## src/rtl/signmag_to_bcd_serial.sv

```systemverilog
// Serial double-dabble converter: sign-magnitude in, packed BCD, display sign
// and leading-zero blanking mask out. One magnitude bit is consumed per clock.
//
// Ports:
//   Clock_in, Reset_in           clock, synchronous active-high reset
//   Start_in, Magnitude_in,      conversion request; the value and its sign
//   Is_negative_in               are sampled only at an accepted start
//   Busy_out, Done_out           busy level, one-cycle result-valid pulse
//   Bcd_out, Is_negative_out,    held result: digits (units in [3:0]),
//   Digit_enable_out             minus sign, per-digit display enable
module signmag_to_bcd_serial #(
  parameter int WIDTH  = 16,
  parameter int DIGITS = 5
) (
  input  logic                Clock_in,
  input  logic                Reset_in,
  input  logic                Start_in,
  input  logic [WIDTH-1:0]    Magnitude_in,
  input  logic                Is_negative_in,
  output logic                Busy_out,
  output logic                Done_out,
  output logic [4*DIGITS-1:0] Bcd_out,
  output logic                Is_negative_out,
  output logic [DIGITS-1:0]   Digit_enable_out
);

  localparam int CW = $clog2(WIDTH);
  localparam logic [CW-1:0] LAST_CNT = CW'(WIDTH - 1);

  typedef enum logic {
    IDLE  = 1'b0,
    SHIFT = 1'b1
  } state_t;

  state_t state;
  state_t state_nxt;

  logic                busy;
  logic                last;
  logic [WIDTH-1:0]    shreg;
  logic [4*DIGITS-1:0] scr;
  logic [4*DIGITS-1:0] adj;
  logic [4*DIGITS-1:0] scr_nxt;
  logic [CW-1:0]       cnt;
  logic                sign;
  logic                seen;
  logic [DIGITS-1:0]   en_nxt;
  logic                done_q;
  logic [4*DIGITS-1:0] bcd_q;
  logic                neg_q;
  logic [DIGITS-1:0]   en_q;

  always_ff @(posedge Clock_in) begin
    if (Reset_in) begin
      state <= IDLE;
    end else begin
      state <= state_nxt;
    end
  end

  always_comb begin
    state_nxt = state;
    busy      = 1'b0;
    last      = 1'b0;
    unique case (state)
      IDLE: begin
        if (Start_in) begin
          state_nxt = SHIFT;
        end
      end
      SHIFT: begin
        busy = 1'b1;
        if (cnt == LAST_CNT) begin
          last      = 1'b1;
          state_nxt = IDLE;
        end
      end
      default: state_nxt = IDLE;
    endcase
  end

  // add-3 on digits >= 5, then shift the next magnitude bit in
  always_comb begin
    adj = scr;
    for (int i = 0; i < DIGITS; i++) begin
      if (scr[4*i+:4] >= 4'd5) begin
        adj[4*i+:4] = scr[4*i+:4] + 4'd3;
      end
    end
    scr_nxt = {adj[4*DIGITS-2:0], shreg[WIDTH-1]};
  end

  // a digit shows if it or any more significant digit is nonzero
  always_comb begin
    seen   = 1'b0;
    en_nxt = '0;
    for (int i = DIGITS - 1; i >= 0; i--) begin
      seen      = seen | (scr_nxt[4*i+:4] != 4'd0);
      en_nxt[i] = seen;
    end
    en_nxt[0] = 1'b1;
  end

  always_ff @(posedge Clock_in) begin
    if (Reset_in) begin
      shreg  <= '0;
      scr    <= '0;
      cnt    <= '0;
      sign   <= 1'b0;
      done_q <= 1'b0;
      bcd_q  <= '0;
      neg_q  <= 1'b0;
      en_q   <= DIGITS'(1);
    end else begin
      done_q <= last;
      if (state == IDLE && Start_in) begin
        shreg <= Magnitude_in;
        sign  <= Is_negative_in;
        scr   <= '0;
        cnt   <= '0;
      end else if (busy) begin
        scr   <= scr_nxt;
        shreg <= {shreg[WIDTH-2:0], 1'b0};
        cnt   <= cnt + 1'b1;
        if (last) begin
          bcd_q <= scr_nxt;
          neg_q <= sign & (|scr_nxt);
          en_q  <= en_nxt;
        end
      end
    end
  end

  assign Busy_out         = busy;
  assign Done_out         = done_q;
  assign Bcd_out          = bcd_q;
  assign Is_negative_out  = neg_q;
  assign Digit_enable_out = en_q;

endmodule

```

## config.mk

```make
export PLATFORM = sky130hd
export DESIGN_NAME = signmag_to_bcd_serial
export DESIGN_NICKNAME = d
export VERILOG_FILES = /design/src/rtl/signmag_to_bcd_serial.sv
export SDC_FILE = /design/constraint.sdc
export NUM_CORES = 1
export LEC_CHECK = 0
export BUFFER_PORTS_ARGS = -buffer_cell sky130_fd_sc_hd__buf_2
export CORE_UTILIZATION = 35
export DETAILED_ROUTE_END_ITERATION = 16
export GPL_TIMING_DRIVEN = 1
export SLEW_MARGIN = 10
export SYNTH_ARGS = -nofsm -noshare
export SYNTH_HDL_FRONTEND = slang
export SYNTH_SLANG_ARGS = --single-unit
```

## constraint.sdc

```tcl
create_clock -name Clock_in -period 4.5 [get_ports Clock_in]
set_input_delay 0.45 -clock Clock_in [delete_from_list [all_inputs] [get_ports Clock_in]]
set_output_delay 0.45 -clock Clock_in [all_outputs]
set_load 0.005 [all_outputs]
```

==> flow_summary.toml <==
[floorplan]
coreArea_um2 = 8810
die-width_um = 97.7
die_h_um = 97.7
dieArea_um2 = 9550
initial_utilization_pct = 36.4
num_io_pins = 48
rows = 34

[synth]
synth-seq-area-share_pct = 42.5
synth_warnings = 0
yosys.area.top_type = "dfxtp_1"
yosysUniqueCellTypes = 39
ys.flop_type = "dfxtp_1"
syn_area_per_cell_um2 = 8.48
synth-edff-count = 0
ys_ff_latch = 68
synthArstFlopShare_pct = 0
netlist_instances = 378
synthesis.area_um2 = 3210
syn-num-nets = 409
yosys-top-cells-area = "dfxtp_1, mux2i_1, nor2_1, a21oi_1, nand2_1"
netlist.area_leader.share_pct = 42.5

[grt]
grt_overflow_total = 0
grt_pass1_wl_um = 11400
grtUsageTotal_pct = 15.0
grt_max_degree = 45
grt_pass1_vias = 2438
antenna_found_initial = 0

[clock_tree]
clk_latency_ns = 0.34
path_clk_slew_ns = 0.07
cts-root-buf = "clkbuf_8"
cts_hold_buf = 0
clockBufferDepth = 2
cts_resized = 0
tritoncts = "yes"
clkSinkCount = 68
cts_buffers = 9
post_cts_buffers = 0
cts_max_level = 3

[detailed_routing]
route.detailed.drc = 8
drtIter0Drc = 89
wirelength_um = 6720
num_vias = 2563
ant_nets = 0
vias_per_cell = 4.88
first_pass_iters = 10
avgRoutedWirePerCell_um = 12.8

[layout]
fillers = 901
diodes = 0
synthToLayoutAreaGrowth_pct = 13.7
final_cell_area_um2 = 3650
drive_gt1_share_pct = 18.2
final_nets = 445

[timing]
clock_skew_ns = 0.00798
period_needed_ns = 2.30
worst_slew_pin_slew_ns = 0.857
fin_tns_setup_ns = 0
rsz0062_at_grt = "no"
fmax_mhz = 434
setup_viol = 0
hold_viol_final = 0
slew_headroom_pct = 42.7
finalMaxSlewViolations = 0
post-route-period-util_pct = 51.2

[critical_path]
crit_type = "flop to flop"
required_ns = 4.70
arrival_ns = 2.51
slowest_stage = "dfxtp_2"
critical-path-top-delay-family = "flip-flops"
crit_fanout = 44
crit_path_end_kind = "flop"
crit_path_cell_trace = "buf_4 -> and4_1 -> nor2_1 -> a2111oi_0 -> a311oi_1"
cp_num_buf_inv = 1
setup.worst_path.start_class = "flop"
cpPeakStageDelay_ns = 0.69

[placed_design]
dpl.hpwl_um = 4620
placed_area_um2 = 3490
portBuffers = 46
place.gp.congestion = 0.729

[worst_hold_path]
hp-class = "input pin to flop"

[run]
drv_cap = 0

[pwr]
leakagePower_uw = 0.00151
ir_worst_vdd_mv = 0.132
p_per_area_nw_per_um2 = 316

[outcome]
status = "finished with violations"
violations = "design-rule violations"
==> power breakdown <==
group,internal [µW],switching [µW]
Combinational,41.3,56.2
Clock,206,217
Sequential,615,15.3
==> worst register-to-register path, cell delays in order, from the launching register on <==
cell       delay, ns
dfxtp_2         0.69
buf_4           0.50
and4_1          0.28
nor2_1          0.07
a2111oi_0       0.47
a311oi_1        0.16
==> cells in the mapped netlist (5+ instances only) <==
library cell	instances
nor3b_1	5
nor2_1	68
inv_1	10
nand2_1	40
nand2b_1	5
a211oi_1	13
nand3_1	8
a21oi_1	40
nor3_1	5
ha_1	11
clkbuf_1	13
buf_2	9
dfxtp_1	68
xnor2_1	6
mux2i_1	38
o21ai_0	6
==> cell usage in the layout, fill, tap and decap left out, drive strengths merged, types with 8 or more instances in the layout <==
cell	instances
nor2	69
dfxtp	68
buf	49
a21oi	44
nand2	40
mux2i	39
a211oi	13
ha	11
clkbuf	11
inv	10
o21ai	9
nand3	8
==> routing by layer <==
| layer | vias to the layer above | wire, µm | track usage, % |
|---|---|---|---|
| li1 | 1346 | - | - |
| met1 | 1165 | 3220 | 18.6 |
| met2 | 44 | 3100 | 24.0 |
| met3 | 8 | 334 | 5.90 |
| met4 | 0 | 68 | 4.20 |
| met5 | - | 0 | 0 |
==> area by class of cell <==
type	instances	area (µm²)	share of cell area, %
multi-input cells	276	1700	46.7
flip-flops and latches	68	1360	37.4
repair buffers	49	253	6.93
clock buffers	11	141	3.88
well taps	108	135	3.70
inverters	10	37.5	1.03
clock inverters	3	15.0	0.412
==> kinds of logic after synthesis <==
kind of cell | share of synthesized area, %
and+or+nand+nor | 20.8
AOI/OAI and AO/OA | 13.5
DFF | 42.5
muxes | 12.3
buffers and inverters | 4.45
adders and majority gates | 4.29
xor gates and xnor gates | 2.19
other | 0.117
==> sequential cells by signal, indices dropped and copies added (netlist names), 4 cells and up <==
register	flops
Bcd_out	20
Digit_enable_out	4
cnt	4
shreg	16
scr	20
==> path summary, 6_finish.rpt <==
check / from / to / slack, ns / depth (start not counted)
hold / removal: Is_negative_in / sign / 0.35 / 3
setup / recovery: state / Is_negative_out / 2.20 / 5
hold reg to reg: Bcd_out[1] / Bcd_out[1] / 0.45 / 2
setup reg to reg: state / Is_negative_out / 2.20 / 5
==> metrics by stage <==
stage	worst slack [ns]	cells	total power (µW)	utilization (%)	hold slack (ns)
final	2.20	525	1150	41.4	0.353
after global routing	1.94	525	1210	41.4	0.345
after CTS	2.24	525	1170	41.4	0.341
after detailed placement	2.22	511	742	39.6	0.446
after global placement	2.33	511	738	39.6	0.446
after floorplan	2.69	378	718	-	0.451
(Power assumes the default switching activity.)
